$ cat config.mk
export PLATFORM = sky130hd
export DESIGN_NAME = csr_file_flat
export DESIGN_NICKNAME = d
export VERILOG_FILES = /design/src/rtl/csr_file_if.sv /design/src/rtl/csr_file.sv /design/src/flat_wrapper.sv
export SDC_FILE = /design/constraint.sdc
export NUM_CORES = 1
export LEC_CHECK = 0
export BUFFER_PORTS_ARGS = -buffer_cell sky130_fd_sc_hd__buf_2
export CORE_MARGIN = 10
export CORE_UTILIZATION = 30
export CTS_BUF_LIST = sky130_fd_sc_hd__clkbuf_8
export DETAILED_ROUTE_END_ITERATION = 10
export MAX_ROUTING_LAYER = met4
export PLACE_DENSITY = 0.46
export SLEW_MARGIN = 25
export SYNTH_ARGS = -nofsm -noshare
export SYNTH_HDL_FRONTEND = slang
export SYNTH_SLANG_ARGS = --single-unit
$ cat constraint.sdc
create_clock -name clk -period 2.78 [get_ports clk]
set_clock_uncertainty 0.1 [all_clocks]
set_input_delay 0.139 -clock clk [delete_from_list [all_inputs] [get_ports clk]]
set_output_delay 0.139 -clock clk [all_outputs]
set_load 0.01 [all_outputs]
$ cat src/rtl/csr_file_if.sv
// CSR access port: index, masked write strobe and combinational read data.
interface csr_file_if;
    logic [13:0] csr_addr;
    logic        csr_we;
    logic [31:0] csr_wmask;
    logic [31:0] csr_wdata;
    logic [31:0] csr_rdata;

    modport master (output csr_addr, csr_we, csr_wmask, csr_wdata, input csr_rdata);
    modport slave  (input csr_addr, csr_we, csr_wmask, csr_wdata, output csr_rdata);
endinterface

$ cat src/rtl/csr_file.sv
// Privileged CSR file: mode/exception state, interrupt status, scratch registers
// and a down-counting timer with one-shot or periodic reload.
module csr_file #(
    parameter int         SAVE_NUM = 4,
    parameter int         TIMER_W  = 32,
    parameter int         HWI_NUM  = 8,
    parameter logic [8:0] COREID   = 9'h0
) (
    input  logic               clk,
    input  logic               rstn,
    csr_file_if.slave          csr,
    input  logic               ex_en,
    input  logic               ertn_en,
    input  logic [5:0]         ecode,
    input  logic [8:0]         esubcode,
    input  logic [31:0]        ex_pc,
    input  logic [31:0]        ex_vaddr,
    input  logic               badv_we,
    input  logic [HWI_NUM-1:0] hw_int,
    input  logic               ipi,
    output logic               int_req,
    output logic [31:0]        ex_entry,
    output logic [31:0]        era_out,
    output logic [1:0]         plv_out
);
    localparam logic [13:0] ADDR_CRMD   = 14'h00;
    localparam logic [13:0] ADDR_PRMD   = 14'h01;
    localparam logic [13:0] ADDR_ECFG   = 14'h04;
    localparam logic [13:0] ADDR_ESTAT  = 14'h05;
    localparam logic [13:0] ADDR_ERA    = 14'h06;
    localparam logic [13:0] ADDR_BADV   = 14'h07;
    localparam logic [13:0] ADDR_EENTRY = 14'h0C;
    localparam logic [13:0] ADDR_CPUID  = 14'h20;
    localparam logic [13:0] ADDR_SAVE0  = 14'h30;
    localparam logic [13:0] ADDR_TID    = 14'h40;
    localparam logic [13:0] ADDR_TCFG   = 14'h41;
    localparam logic [13:0] ADDR_TVAL   = 14'h42;
    localparam logic [13:0] ADDR_TICLR  = 14'h44;

    localparam logic [31:0] CRMD_WMASK   = 32'h0000_01FF;
    localparam logic [31:0] PRMD_WMASK   = 32'h0000_0007;
    localparam logic [31:0] ECFG_WMASK   = 32'h0000_1BFF;
    localparam logic [31:0] ESTAT_WMASK  = 32'h0000_0003;
    localparam logic [31:0] EENTRY_WMASK = 32'hFFFF_FFC0;
    localparam logic [12:0] INT_MASK     = 13'h1BFF;

    logic [31:0]        crmd_q, crmd_d, prmd_q, prmd_d, ecfg_q, ecfg_d, estat_q, estat_d;
    logic [31:0]        era_q, era_d, badv_q, badv_d, eentry_q, eentry_d, tid_q, tid_d;
    logic [31:0]        save_q [SAVE_NUM];
    logic [31:0]        save_d [SAVE_NUM];
    logic [TIMER_W-1:0] tcfg_q, tcfg_d, tval_q, tval_d;
    logic [31:0]        tcfg_new;
    logic [7:0]         hwi_vec;
    logic               tcfg_wr, ticlr, timer_fire;

    function automatic logic [31:0] merge(input logic [31:0] old_v, input logic [31:0] writable,
                                          input logic [31:0] wmask, input logic [31:0] wdata);
        logic [31:0] en;
        en    = wmask & writable;
        merge = (old_v & ~en) | (wdata & en);
    endfunction

    // NOTE: every variable gets its hold value first so no path can infer a latch.
    always_comb begin
        crmd_d   = crmd_q;
        prmd_d   = prmd_q;
        ecfg_d   = ecfg_q;
        estat_d  = estat_q;
        era_d    = era_q;
        badv_d   = badv_q;
        eentry_d = eentry_q;
        tid_d    = tid_q;
        save_d   = save_q;
        tcfg_d   = tcfg_q;
        tval_d   = tval_q;
        tcfg_new = 32'h0;
        tcfg_wr  = 1'b0;
        ticlr    = 1'b0;
        timer_fire = 1'b0;
        hwi_vec  = 8'h0;
        hwi_vec[HWI_NUM-1:0] = hw_int;

        if (csr.csr_we) begin
            unique case (csr.csr_addr)
                ADDR_CRMD:   crmd_d   = merge(crmd_q, CRMD_WMASK, csr.csr_wmask, csr.csr_wdata);
                ADDR_PRMD:   prmd_d   = merge(prmd_q, PRMD_WMASK, csr.csr_wmask, csr.csr_wdata);
                ADDR_ECFG:   ecfg_d   = merge(ecfg_q, ECFG_WMASK, csr.csr_wmask, csr.csr_wdata);
                ADDR_ESTAT:  estat_d  = merge(estat_q, ESTAT_WMASK, csr.csr_wmask, csr.csr_wdata);
                ADDR_ERA:    era_d    = merge(era_q, '1, csr.csr_wmask, csr.csr_wdata);
                ADDR_BADV:   badv_d   = merge(badv_q, '1, csr.csr_wmask, csr.csr_wdata);
                ADDR_EENTRY: eentry_d = merge(eentry_q, EENTRY_WMASK, csr.csr_wmask, csr.csr_wdata);
                ADDR_TID:    tid_d    = merge(tid_q, '1, csr.csr_wmask, csr.csr_wdata);
                ADDR_TCFG: begin
                    tcfg_wr  = 1'b1;
                    tcfg_new = merge(32'(tcfg_q), '1, csr.csr_wmask, csr.csr_wdata);
                    tcfg_d   = tcfg_new[TIMER_W-1:0];
                end
                ADDR_TICLR:  ticlr    = csr.csr_wmask[0] & csr.csr_wdata[0];
                default: ;
            endcase
            for (int i = 0; i < SAVE_NUM; i++) begin
                if (csr.csr_addr == ADDR_SAVE0 + 14'(i))
                    save_d[i] = merge(save_q[i], '1, csr.csr_wmask, csr.csr_wdata);
            end
        end

        // Later assignments override the CSR write on shared fields: ex_en > ertn_en > csr_we.
        if (ertn_en) crmd_d[2:0] = prmd_q[2:0];
        if (ex_en) begin
            prmd_d[2:0]    = crmd_q[2:0];
            crmd_d[2:0]    = 3'b000;
            estat_d[21:16] = ecode;
            estat_d[30:22] = esubcode;
            era_d          = ex_pc;
            if (badv_we) badv_d = ex_vaddr;
        end

        if (tcfg_wr) begin
            if (tcfg_d[0]) tval_d = {tcfg_d[TIMER_W-1:2], 2'b00};
        end else if (tcfg_q[0]) begin
            if (tval_q > TIMER_W'(1)) begin
                tval_d = tval_q - TIMER_W'(1);
            end else if (tval_q == TIMER_W'(1)) begin
                timer_fire = 1'b1;
                tval_d     = tcfg_q[1] ? {tcfg_q[TIMER_W-1:2], 2'b00} : '0;
            end
        end

        estat_d[9:2] = hwi_vec;
        estat_d[12]  = ipi;
        estat_d[11]  = timer_fire | (estat_q[11] & ~ticlr);
    end

    // NOTE: state registers use non-blocking assignments so every flop samples pre-edge values.
    always_ff @(posedge clk) begin
        if (!rstn) begin
            crmd_q   <= 32'h0000_0008;
            prmd_q   <= '0;
            ecfg_q   <= '0;
            estat_q  <= '0;
            era_q    <= '0;
            badv_q   <= '0;
            eentry_q <= '0;
            tid_q    <= '0;
            tcfg_q   <= '0;
            tval_q   <= '0;
            // NOTE: the scratch array is architecturally visible after reset, so it is reset too.
            for (int i = 0; i < SAVE_NUM; i++) save_q[i] <= '0;
        end else begin
            crmd_q   <= crmd_d;
            prmd_q   <= prmd_d;
            ecfg_q   <= ecfg_d;
            estat_q  <= estat_d;
            era_q    <= era_d;
            badv_q   <= badv_d;
            eentry_q <= eentry_d;
            tid_q    <= tid_d;
            tcfg_q   <= tcfg_d;
            tval_q   <= tval_d;
            save_q   <= save_d;
        end
    end

    always_comb begin
        csr.csr_rdata = 32'h0;
        unique case (csr.csr_addr)
            ADDR_CRMD:   csr.csr_rdata = crmd_q;
            ADDR_PRMD:   csr.csr_rdata = prmd_q;
            ADDR_ECFG:   csr.csr_rdata = ecfg_q;
            ADDR_ESTAT:  csr.csr_rdata = estat_q;
            ADDR_ERA:    csr.csr_rdata = era_q;
            ADDR_BADV:   csr.csr_rdata = badv_q;
            ADDR_EENTRY: csr.csr_rdata = eentry_q;
            ADDR_CPUID:  csr.csr_rdata = {23'h0, COREID};
            ADDR_TID:    csr.csr_rdata = tid_q;
            ADDR_TCFG:   csr.csr_rdata = 32'(tcfg_q);
            ADDR_TVAL:   csr.csr_rdata = 32'(tval_q);
            default: ;
        endcase
        for (int i = 0; i < SAVE_NUM; i++) begin
            if (csr.csr_addr == ADDR_SAVE0 + 14'(i)) csr.csr_rdata = save_q[i];
        end
    end

    assign int_req  = crmd_q[2] & |(estat_q[12:0] & ecfg_q[12:0] & INT_MASK);
    assign ex_entry = eentry_q;
    assign era_out  = era_q;
    assign plv_out  = crmd_q[1:0];
endmodule

$ cat src/flat_wrapper.sv
// flat-port wrapper written by rule: the top's interface ports become plain ports
module csr_file_flat 
#(
    parameter int         SAVE_NUM = 4,
    parameter int         TIMER_W  = 32,
    parameter int         HWI_NUM  = 8,
    parameter logic [8:0] COREID   = 9'h0
)
  (clk, rstn, ex_en, ertn_en, ecode, esubcode, ex_pc, ex_vaddr, badv_we, hw_int, ipi, int_req, ex_entry, era_out, plv_out, csr_csr_addr, csr_csr_we, csr_csr_wmask, csr_csr_wdata, csr_csr_rdata);
  csr_file_if csr_i ();
  input  logic clk;
  input  logic rstn;
  input  logic ex_en;
  input  logic ertn_en;
  input  logic [5:0] ecode;
  input  logic [8:0] esubcode;
  input  logic [31:0] ex_pc;
  input  logic [31:0] ex_vaddr;
  input  logic badv_we;
  input  logic [HWI_NUM-1:0] hw_int;
  input  logic ipi;
  output logic int_req;
  output logic [31:0] ex_entry;
  output logic [31:0] era_out;
  output logic [1:0] plv_out;
  input wire logic [$bits(csr_i.csr_addr)-1:0] csr_csr_addr;
  input wire logic [$bits(csr_i.csr_we)-1:0] csr_csr_we;
  input wire logic [$bits(csr_i.csr_wmask)-1:0] csr_csr_wmask;
  input wire logic [$bits(csr_i.csr_wdata)-1:0] csr_csr_wdata;
  output wire logic [$bits(csr_i.csr_rdata)-1:0] csr_csr_rdata;
  assign csr_i.csr_addr = csr_csr_addr;
  assign csr_i.csr_we = csr_csr_we;
  assign csr_i.csr_wmask = csr_csr_wmask;
  assign csr_i.csr_wdata = csr_csr_wdata;
  assign csr_csr_rdata = csr_i.csr_rdata;
  csr_file #(.SAVE_NUM(SAVE_NUM), .TIMER_W(TIMER_W), .HWI_NUM(HWI_NUM), .COREID(COREID)) u_core (.clk(clk), .rstn(rstn), .csr(csr_i), .ex_en(ex_en), .ertn_en(ertn_en), .ecode(ecode), .esubcode(esubcode), .ex_pc(ex_pc), .ex_vaddr(ex_vaddr), .badv_we(badv_we), .hw_int(hw_int), .ipi(ipi), .int_req(int_req), .ex_entry(ex_entry), .era_out(era_out), .plv_out(plv_out));
endmodule
==> results of run 1 <==
## metal layers
metal	track usage	vias to the layer above
met5	-	-
met4	0.0937	0
li1	-	10356
met1	0.358	11318
met2	0.427	1182
met3	0.0444	220
## cell usage in the layout (no fill, tap or decap), drive strengths merged, types with 7 or more instances in the layout
cell         Yosys  layout
nor3            33      33
o211ai           8       8
a221oi          17      17
clkbuf         192      90
dlygate4sd3      0     257
clkinv           0       7
and2            49      49
nor4            22      22
a22oi           46      46
a211oi           9       9
nand3          312     312
o21ai          339     339
xnor2            8       8
mux2i           92      92
buf             79     475
a311oi          32      32
a32o            18      18
or4             10      10
a31oi           17      17
o22ai            7       7
a21o             8       8
a21oi          310     310
dfxtp          365     365
and3            19      19
a22o            30      30
nand2          199     199
xor2            11      11
a222oi          20      20
inv              7      37
nand4           12      12
nor2           124     124
## tightest hold or removal path: stages
cell	delay, ns
buf_2	0.11
and2_1	0.32
nand3_1	0.17
a21oi_1	0.06
## metrics by stage
stage / TNS, ns / std cells / power, mW
CTS: 0 / 3949 / 12.4
global placement: -0.185 / 3562 / 6.51
finish: 0 / 3956 / 12.3
floorplan: 0 / 2506 / 5.99
global route: -0.0269 / 3956 / 12.7
detailed placement: -0.127 / 3562 / 6.51
## what timing repair did
item,CTS,global route
pin swaps,0,3
hold endpoints to repair,362,0
hold buffers,257,0
setup buffers,0,3
gates resized for setup,3,12
endpoints found under the setup margin,3,30
## cells in the mapped netlist (all sizes together) (9+ instances only)
cell type | number | area share
a32o | 18 | 0.0093
mux2i | 92 | 0.048
a22o | 30 | 0.014
dfxtp | 365 | 0.38
and3 | 19 | 0.0061
and2 | 49 | 0.016
o21ai | 339 | 0.088
xor2 | 11 | 0.0050
a31oi | 17 | 0.0055
a221oi | 17 | 0.0077
nor3 | 33 | 0.010
clkbuf | 192 | 0.038
nor4 | 22 | 0.011
a222oi | 20 | 0.010
a311oi | 32 | 0.014
nand2 | 199 | 0.039
nand3 | 312 | 0.081
nor2 | 124 | 0.025
nand4 | 12 | 0.0039
or4 | 10 | 0.0041
a21oi | 310 | 0.080
a22oi | 46 | 0.018
buf | 79 | 0.022
a211oi | 9 | 0.0035
## layout make-up
cell class | count | area [µm²] | share of cell area
multi-input cells | 1863 | 11000 | 0.411
flip-flops and latches | 365 | 7310 | 0.274
repair buffers | 732 | 5840 | 0.219
clock buffers | 90 | 1240 | 0.0464
well taps | 855 | 1070 | 0.0401
clock inverters | 40 | 210 | 0.00787
inverters | 7 | 33.8 | 0.00127
diodes | 4 | 10.0 | 0.000375
## worst min-delay path by stage
stage / depth (start not counted) / startpoint / endpoint
after floorplan: 1 / ipi / u_core.estat_q[12]$_SDFF_PN0_
after global placement: 2 / hw_int[4] / u_core.estat_q[6]$_SDFF_PN0_
after detailed placement: 2 / hw_int[2] / u_core.estat_q[4]$_SDFF_PN0_
after CTS: 4 / csr_csr_wmask[3] / register
after global routing: 4 / csr_csr_wmask[3] / register
final: 4 / csr_csr_wmask[3] / register
## cells by family after synthesis
family	synth area share
AO/OA/AOI/OAI	0.282
XOR/XNOR	0.00859
adder cells (fa/ha/maj)	0.00129
buffers and inverters	0.0614
flip-flops	0.377
multiplexers	0.0533
other	0.000194
AND/OR/NAND/NOR	0.216
## power by group
group	switching, mW	total (mW)	internal (mW)
Clock	2.63	5.65	3.02
Sequential	0.0855	5.41	5.32
Combinational	0.761	1.27	0.511
==> results by group, run 1 <==
Status
  – Status: completed

Floorplanning
  – Initial core utilization: 0.302
  – Die W: 274 µm
  – Site Rows: 93
  – Die area: 75100 µm²
  – Vert. Die Dim: around 270 µm
  – CORE AREA: 64200 µm²
  – Ports: about 270

Layout
  – Fill count: ~6600
  – Ratio of cells with drive above 1 in the final layout: 0.205
  – Nets: 3216
  – Area grow syn2layout: 37.8%
  – Core Util, Final: 0.416
  – Final instance area: 26700 µm²

Setup path
  – Crit-path cells: buf_4 -> a22o_1 -> a22oi_1 -> a21oi_1 -> a221oi_1 -> o21ai_0 -> buf_2
  – Largest stage delay on the critical path: 0.44 ns
  – Required @ worst endpoint: 2.54 ns
  – Delay-heaviest family, CP: compound AO/OA/AOI/OAI gates
  – CP startpoint kind: register
  – Worst path depth: 7
  – FF-to-FF path depth: 7
  – Critical Path AT: 2.52 ns
  – WS Path Type: register to output pin
  – Worst Setup SP: u_core.tval_q[16]$_SDFFE_PN0P_
  – Critical-path maximum fanout: 7
  – R2R Path End: u_core.tval_q[31]$_SDFFE_PN0P_
  – Crit Reg-Reg Startpoint: u_core.tval_q[19]$_SDFFE_PN0P_
  – Critical Path Sink: csr_csr_rdata[16]
  – Crit. End Element: output pin
  – Critical path's slowest cell: a221oi_1
  – R2R Setup Slk: 0.15 ns
  – CP Buf/Inv Count: 2

Clock tree
  – CTS Buf Count: between 70 and 80
  – H-tree levels: 3
  – TritonCTS clock tree: built
  – Clock Sink Count: around 370
  – Max Buffers Root-to-Sink: 3
  – Worst-Skew Late Latency: between 0.6 and 0.7 ns
  – CTS root buffer: clkbuf_8
  – Clock slew at reported path FFs: around 0.06 ns

Placement
  – Placed cell area: about 23000 µm²
  – Global placement routability congestion: 0.957
  – Dpl hpwl: between 70 and 80 mm
  – Pre-CTS setup slack: -0.120 ns
  – Number of I/O port buffers: 264

Global route
  – Initial antenna violation count: 8
  – GRT Util Overall: 0.275
  – Congestion Overflow GR: 0
  – Number of global-route vias before repair: ~23000
  – First-pass GRT wire length: 152 mm
  – Largest net degree at the start of global routing: 121

Routing
  – DRC Markers: 0
  – Met3 wire len: around 8.5 mm
  – Drt wl/cell: between 20 and 30 µm
  – Vias per cell: 5.83
  – Vias: 23076
  – Initial DRC count: ~2600
  – Met1 WL: 44.9 mm
  – Antenna viol nets, final: 0
  – First-pass iteration count of the detailed router: 6
  – Routed wl met2: about 48 mm
  – Top Layer Used: met4
  – Routed wire length: between 100 and 150 mm

Yosys
  – Post-Syn Area: 19400 µm²
  – Mapped Cells: 2501
  – Async S/R FF share, synth: 0
  – Post-synthesis cell type count: 84
  – Syn Area/Cell: between 7 and 8 µm²
  – Register bit count reported by yosys: 365
  – Synth warn: 0
  – Top_reg_cell synth: dfxtp_1
  – Post-synth EDFFs: 0
  – Share of the yosys chip area belonging to registers: 0.377

STA
  – Final Slew Violations: 0
  – Period minus WS final: between 2 and 3 ns
  – Worst-Margin Slew: just under 0.9 ns
  – # setup viols final: 0
  – Hold Fails Final Rpt: 0
  – Post-route clock period utilization: 0.993
  – Fmax: 362 MHz
  – Headroom to the max-slew limit: 0.416
  – Final WS setup: 0.0181 ns
  – Final hold slack: 0.0714 ns

Run
  – Max_cap viols: 0

Power
  – Worst VDD drop: 0.282 mV
  – Power Density: around 460 nW/µm²
  – Leakage: 10.4 nW

Min path
  – Worst Hold Class: input port to register
No activity file was read; power rests on OpenSTA's default activity.
==> run 2: changes to the inputs <==
--- a/config.mk
+++ b/config.mk
@@ -12,6 +12,7 @@
 export DETAILED_ROUTE_END_ITERATION = 10
 export MAX_ROUTING_LAYER = met4
 export PLACE_DENSITY = 0.46
+export SETUP_SLACK_MARGIN = 0.02
 export SLEW_MARGIN = 25
 export SYNTH_ARGS = -nofsm -noshare
 export SYNTH_HDL_FRONTEND = slang
==> results by group, run 2 (same netlist as run 1, synthesis figures left out) <==
Status
  – Status: completed

STA
  – Post-route clock period utilization: 0.975
  – Fin Setup TNS: 0 ns
  – Period minus WS final: around 2.7 ns
  – Headroom to the max-slew limit: 0.415
  – Fmax: around 370 MHz
  – Worst-Margin Slew: 0.871 ns
  – # setup viols final: 0
  – Final WS setup: 0.0689 ns
  – Final Slew Violations: 0
  – Hold Fails Final Rpt: 0

Floorplanning
  – Die W: between 200 and 300 µm
  – CORE AREA: 64200 µm²
  – Ports: roughly 270
  – Die area: 75100 µm²
  – Vert. Die Dim: 274 µm
  – Initial core utilization: 0.302
  – Site Rows: 93

Routing
  – Routed wire length: 104 mm
  – DRC Markers: 0
  – First-pass iteration count of the detailed router: 8
  – Initial DRC count: 2510
  – Drt wl/cell: 26.3 µm
  – Vias: around 23000
  – Antenna viol nets, final: 0
  – Vias per cell: 5.83

Clock tree
  – Worst-Skew Late Latency: 0.68 ns
  – Max Buffers Root-to-Sink: 3
  – H-tree levels: 3
  – TritonCTS clock tree: built
  – Clock Sink Count: approximately 370
  – Clock slew at reported path FFs: 0.06 ns
  – CTS root buffer: clkbuf_8
  – CTS Buf Count: 73

Power
  – Internal power: 8.85 mW
  – Power Density: 462 nW/µm²
  – Reg power frac: 0.438
  – Overall power: 12.3 mW
  – Gate power share: 0.103
  – Clock share of power: 0.458
  – Leakage: 10.4 nW
  – Sw Pwr: 3.48 mW
  – Sw frac: 0.282
  – Worst VDD drop: roughly 0.28 mV

Setup path
  – Crit-path cells: buf_4 -> a22o_1 -> a22oi_1 -> a21oi_1 -> a221oi_1 -> o21ai_0 -> buf_2
  – Crit. End Element: output pin
  – Largest stage delay on the critical path: 0.41 ns
  – Critical path's slowest cell: a221oi_1
  – CP Buf/Inv Count: 2
  – Delay-heaviest family, CP: compound AO/OA/AOI/OAI gates
  – Critical Path AT: 2.47 ns
  – CP startpoint kind: register
  – WS Path Type: register to output pin
  – Required @ worst endpoint: 2.54 ns
  – Critical-path maximum fanout: 7

Min path
  – Worst Hold Class: input port to register

Global route
  – GRT Util Overall: 0.275
  – Largest net degree at the start of global routing: 121
  – Initial antenna violation count: 8
  – Number of global-route vias before repair: approximately 23000
  – First-pass GRT wire length: 152 mm
  – Congestion Overflow GR: 0

Placement
  – Global placement routability congestion: 0.957
  – Dpl hpwl: 71.9 mm
  – Number of I/O port buffers: 264
  – Pre-CTS setup slack: -0.120 ns

Layout
  – Commonest non-fill, non-tap cells in the layout: dfxtp_1, o21ai_0, nand3_1
  – Commonest non-fill, non-tap cell in the layout: dfxtp_1
  – Area grow syn2layout: 37.8%
  – Nets: 3214
  – Ratio of cells with drive above 1 in the final layout: 0.206

Run
  – Max_cap viols: 0
[run 2: power by group through the flow]
stage	sequential (mW)	clock [mW]	combinational, mW
global placement	5.52	0	0.987
finish	5.41	5.65	1.28
detailed placement	5.52	0	0.989
floorplan	5.49	0	0.499
CTS	5.40	5.74	1.24
global route	5.41	5.96	1.35
[run 2: through the flow]
| stage | std cells | util | cell area (µm²) | hold WS, ns |
|---|---|---|---|---|
| 3_5_place_dp | 3562 | 0.352 | 22600 | 0.247 |
| 5_1_grt | 3954 | 0.416 | 26700 | 0.0514 |
| 2_1_floorplan | 2506 | - | 19400 | 0.166 |
| 3_3_place_gp | 3562 | 0.352 | 22600 | 0.249 |
| 4_1_cts | 3947 | 0.414 | 26600 | 0.00604 |
| 6_report | 3955 | 0.416 | 26700 | 0.0737 |
[run 2: path summary, 6_finish.rpt]
check | start | end | slack, ns | depth (start not counted)
min reg2reg | register | register | 0.37 | 2
max reg2reg | u_core.tval_q[0]$_SDFFE_PN0P_ | u_core.tval_q[15]$_SDFFE_PN0P_ | 0.21 | 10
max | u_core.tval_q[16]$_SDFFE_PN0P_ | csr_csr_rdata[16] | 0.07 | 7
min | csr_csr_wmask[3] | register | 0.07 | 4
[run 2: worst min-delay path, cell delays in order]
cell     delay (ns)
buf_2          0.11
and2_1         0.32
nand3_1        0.17
a21oi_1        0.06
[run 2: layout make-up]
cell class | count | area [µm²]
Antenna cell | 5 | 12.5
Clock buffer | 90 | 1240
Clock inverter | 40 | 210
Fill cell | 6616 | 37500
Inverter | 7 | 33.8
Multi-Input combinational cell | 1863 | 11000
Sequential cell | 365 | 7310
Tap cell | 855 | 1070
Timing Repair Buffer | 730 | 5820
[run 2: repair_timing]
item,CTS,global route
buffers inserted,0,3
setup endpoints to repair,3,36
hold buffers,255,0
resized for setup,3,15
endpoints found under the hold margin,362,0
pin swaps,0,3
[run 2: layer usage]
| metal | up-vias | GRT usage | wire (µm) |
|---|---|---|---|
| li1 | 10341 | - | - |
| met2 | 1191 | 0.427 | 47700 |
| met1 | 11313 | 0.359 | 44800 |
| met5 | - | - | 0 |
| met4 | 0 | 0.0937 | 3170 |
| met3 | 213 | 0.0441 | 8470 |
==> run 3: changes to the inputs <==
--- a/config.mk
+++ b/config.mk
@@ -6,6 +6,7 @@
 export NUM_CORES = 1
 export LEC_CHECK = 0
 export BUFFER_PORTS_ARGS = -buffer_cell sky130_fd_sc_hd__buf_2
+export CORE_ASPECT_RATIO = 1.75
 export CORE_MARGIN = 10
 export CORE_UTILIZATION = 30
 export CTS_BUF_LIST = sky130_fd_sc_hd__clkbuf_8
==> results by group, run 3 (same netlist as run 1, synthesis figures left out) <==
Status
  – Status: completed

Setup path
  – FF-to-FF path depth: 7
  – Crit. End Element: output pin
  – Critical Path Sink: csr_csr_rdata[24]
  – R2R Path End: u_core.tval_q[22]$_SDFFE_PN0P_
  – CP startpoint kind: input port
  – Critical-path maximum fanout: 7
  – Required @ worst endpoint: 2.54 ns
  – WS Path Type: input port to output pin
  – Worst Setup SP: csr_csr_addr[4]
  – R2R Setup Slk: 0.16 ns
  – Crit Reg-Reg Startpoint: u_core.tval_q[27]$_SDFFE_PN0P_
  – Critical Path AT: 2.48 ns

STA
  – # setup viols final: 0
  – Headroom to the max-slew limit: 0.352
  – Fmax: 368 MHz
  – Hold Fails Final Rpt: 0
  – Period minus WS final: 2.72 ns
  – Unrepaired setup endpoints after global routing: false
  – Worst-Margin Slew: 0.972 ns
  – Fin Setup TNS: 0 ns
  – Post-route clock period utilization: 0.977
  – Final Slew Violations: 0

Power
  – Power Density: 436 nW/µm²
  – Overall power: 12.0 mW
  – Leakage: about 11 nW
  – Worst VDD drop: about 0.38 mV

Layout
  – Commonest non-fill, non-tap cell in the layout: dfxtp_1
  – Core Util, Final: 0.430
  – Commonest non-fill, non-tap cells in the layout: dfxtp_1, o21ai_0, dlygate4sd3_1
  – Ratio of cells with drive above 1 in the final layout: 0.212
  – Area grow syn2layout: 42.4%
  – Nets: ~3300

Routing
  – Top Layer Used: met4
  – Routed wire length: 113 mm
  – First-pass iteration count of the detailed router: 7
  – Vias per cell: around 5.9
  – Vias: 23647
  – Drt wl/cell: between 20 and 30 µm
  – Met3 wire len: 7.83 mm
  – Antenna viol nets, final: 0
  – DRC Markers: 0
  – Initial DRC count: 2389
  – Met1 WL: 41.9 mm
  – Routed wl met2: 55.5 mm

Floorplanning
  – Die area: around 76000 µm²
  – Ports: 271
  – CORE AREA: 64200 µm²
  – Die W: 212 µm
  – Initial core utilization: 0.302
  – Site Rows: 123
  – Vert. Die Dim: 356 µm

Global route
  – First-pass GRT wire length: 163 mm
  – GRT Util Overall: 0.297
  – Initial antenna violation count: 6
  – Largest net degree at the start of global routing: approximately 160
  – Number of global-route vias before repair: between 20000 and 25000
  – Congestion Overflow GR: 0

Clock tree
  – TritonCTS clock tree: built
  – Worst-Skew Late Latency: 0.71 ns
  – CTS root buffer: clkbuf_8
  – H-tree levels: 2
  – Max Buffers Root-to-Sink: 3
  – Clock slew at reported path FFs: around 0.07 ns
  – CTS Buf Count: 59
  – Clock Sink Count: approximately 370

Min path
  – Hold Crit Start: csr_csr_addr[7]
  – Worst Hold Class: input port to register

Placement
  – Number of I/O port buffers: 264
  – Dpl hpwl: 79.9 mm
  – Global placement routability congestion: 0.985

Run
  – Max_cap viols: 0
-- run 3: cell types whose count changed in the layout (fill, tap and decap cells not counted), moves of 3 or more --
cell,delta
buf_12,+4
buf_4,+27
clkbuf_8,-9
clkinv_2,+4
dfxtp_1,-3
dfxtp_2,+3
dlygate4sd3_1,+70
inv_1,-16
nor3_1,-3
-- run 3: worst max-delay path, cell delays in order --
cell and delay (ns):
buf_2 0.11, or4_1 0.53, buf_4 0.22, nor3_2 0.13
and2_1 0.27, buf_4 0.25, buf_4 0.21, a222oi_1 0.11
o211a_1 0.15, o21ai_1 0.17, buf_2 0.17
-- run 3: worst min path at each step --
stage                                     to  slack, ns  cells after the start
3_3_place_gp    u_core.estat_q[5]$_SDFF_PN0_       0.25                      2
5_1_grt                             register       0.03                      6
4_1_cts          u_core.tcfg_q[0]$_SDFF_PN0_       0.05                      6
3_5_place_dp    u_core.estat_q[5]$_SDFF_PN0_       0.26                      2
2_1_floorplan  u_core.estat_q[12]$_SDFF_PN0_       0.17                      1
6_report                            register       0.04                      6
-- run 3: cell type report --
type                       count  area (µm²)
inverter                       7        33.8
clock buffer                  81        1110
fill                        6445       36600
clock inverter                26         173
tap                          812        1020
antenna                        4        10.0
sequential                   365        7310
multi-input combinational   1863       11100
timing repair buffer         834        6870
-- run 3: through the flow --
step	hold WS (ns)	cell area, µm²	instances	setup slack, ns
final	0.0363	27600	3992	0.0629
after global placement	0.252	22800	3547	-0.241
after floorplan	0.166	19400	2506	0.372
after detailed placement	0.255	22800	3547	-0.168
after global routing	0.0300	27600	3992	0.0205
after CTS	0.0473	27400	3979	0.0166
-- run 3: per-layer routing --
metal	GRT usage	up-vias
met5	-	-
met4	0.184	0
met3	0.0501	362
met2	0.497	1245
met1	0.322	11533
li1	-	10507
-- run 3: what timing repair did --
action / CTS / global route
setup buffers: 0 / 7
hold endpoints to repair: 360 / 0
setup endpoints to repair: 20 / 20
hold buffers: 325 / 0
resized for setup: 10 / 25
gates cloned: 0 / 2
pin swaps: 1 / 3
-- run 3: where the power goes --
group          internal [mW]  switching (mW)  leakage, nW
registers               5.32          0.0945         2.96
clock network           2.77            2.45        0.717
logic                  0.582           0.796         7.20
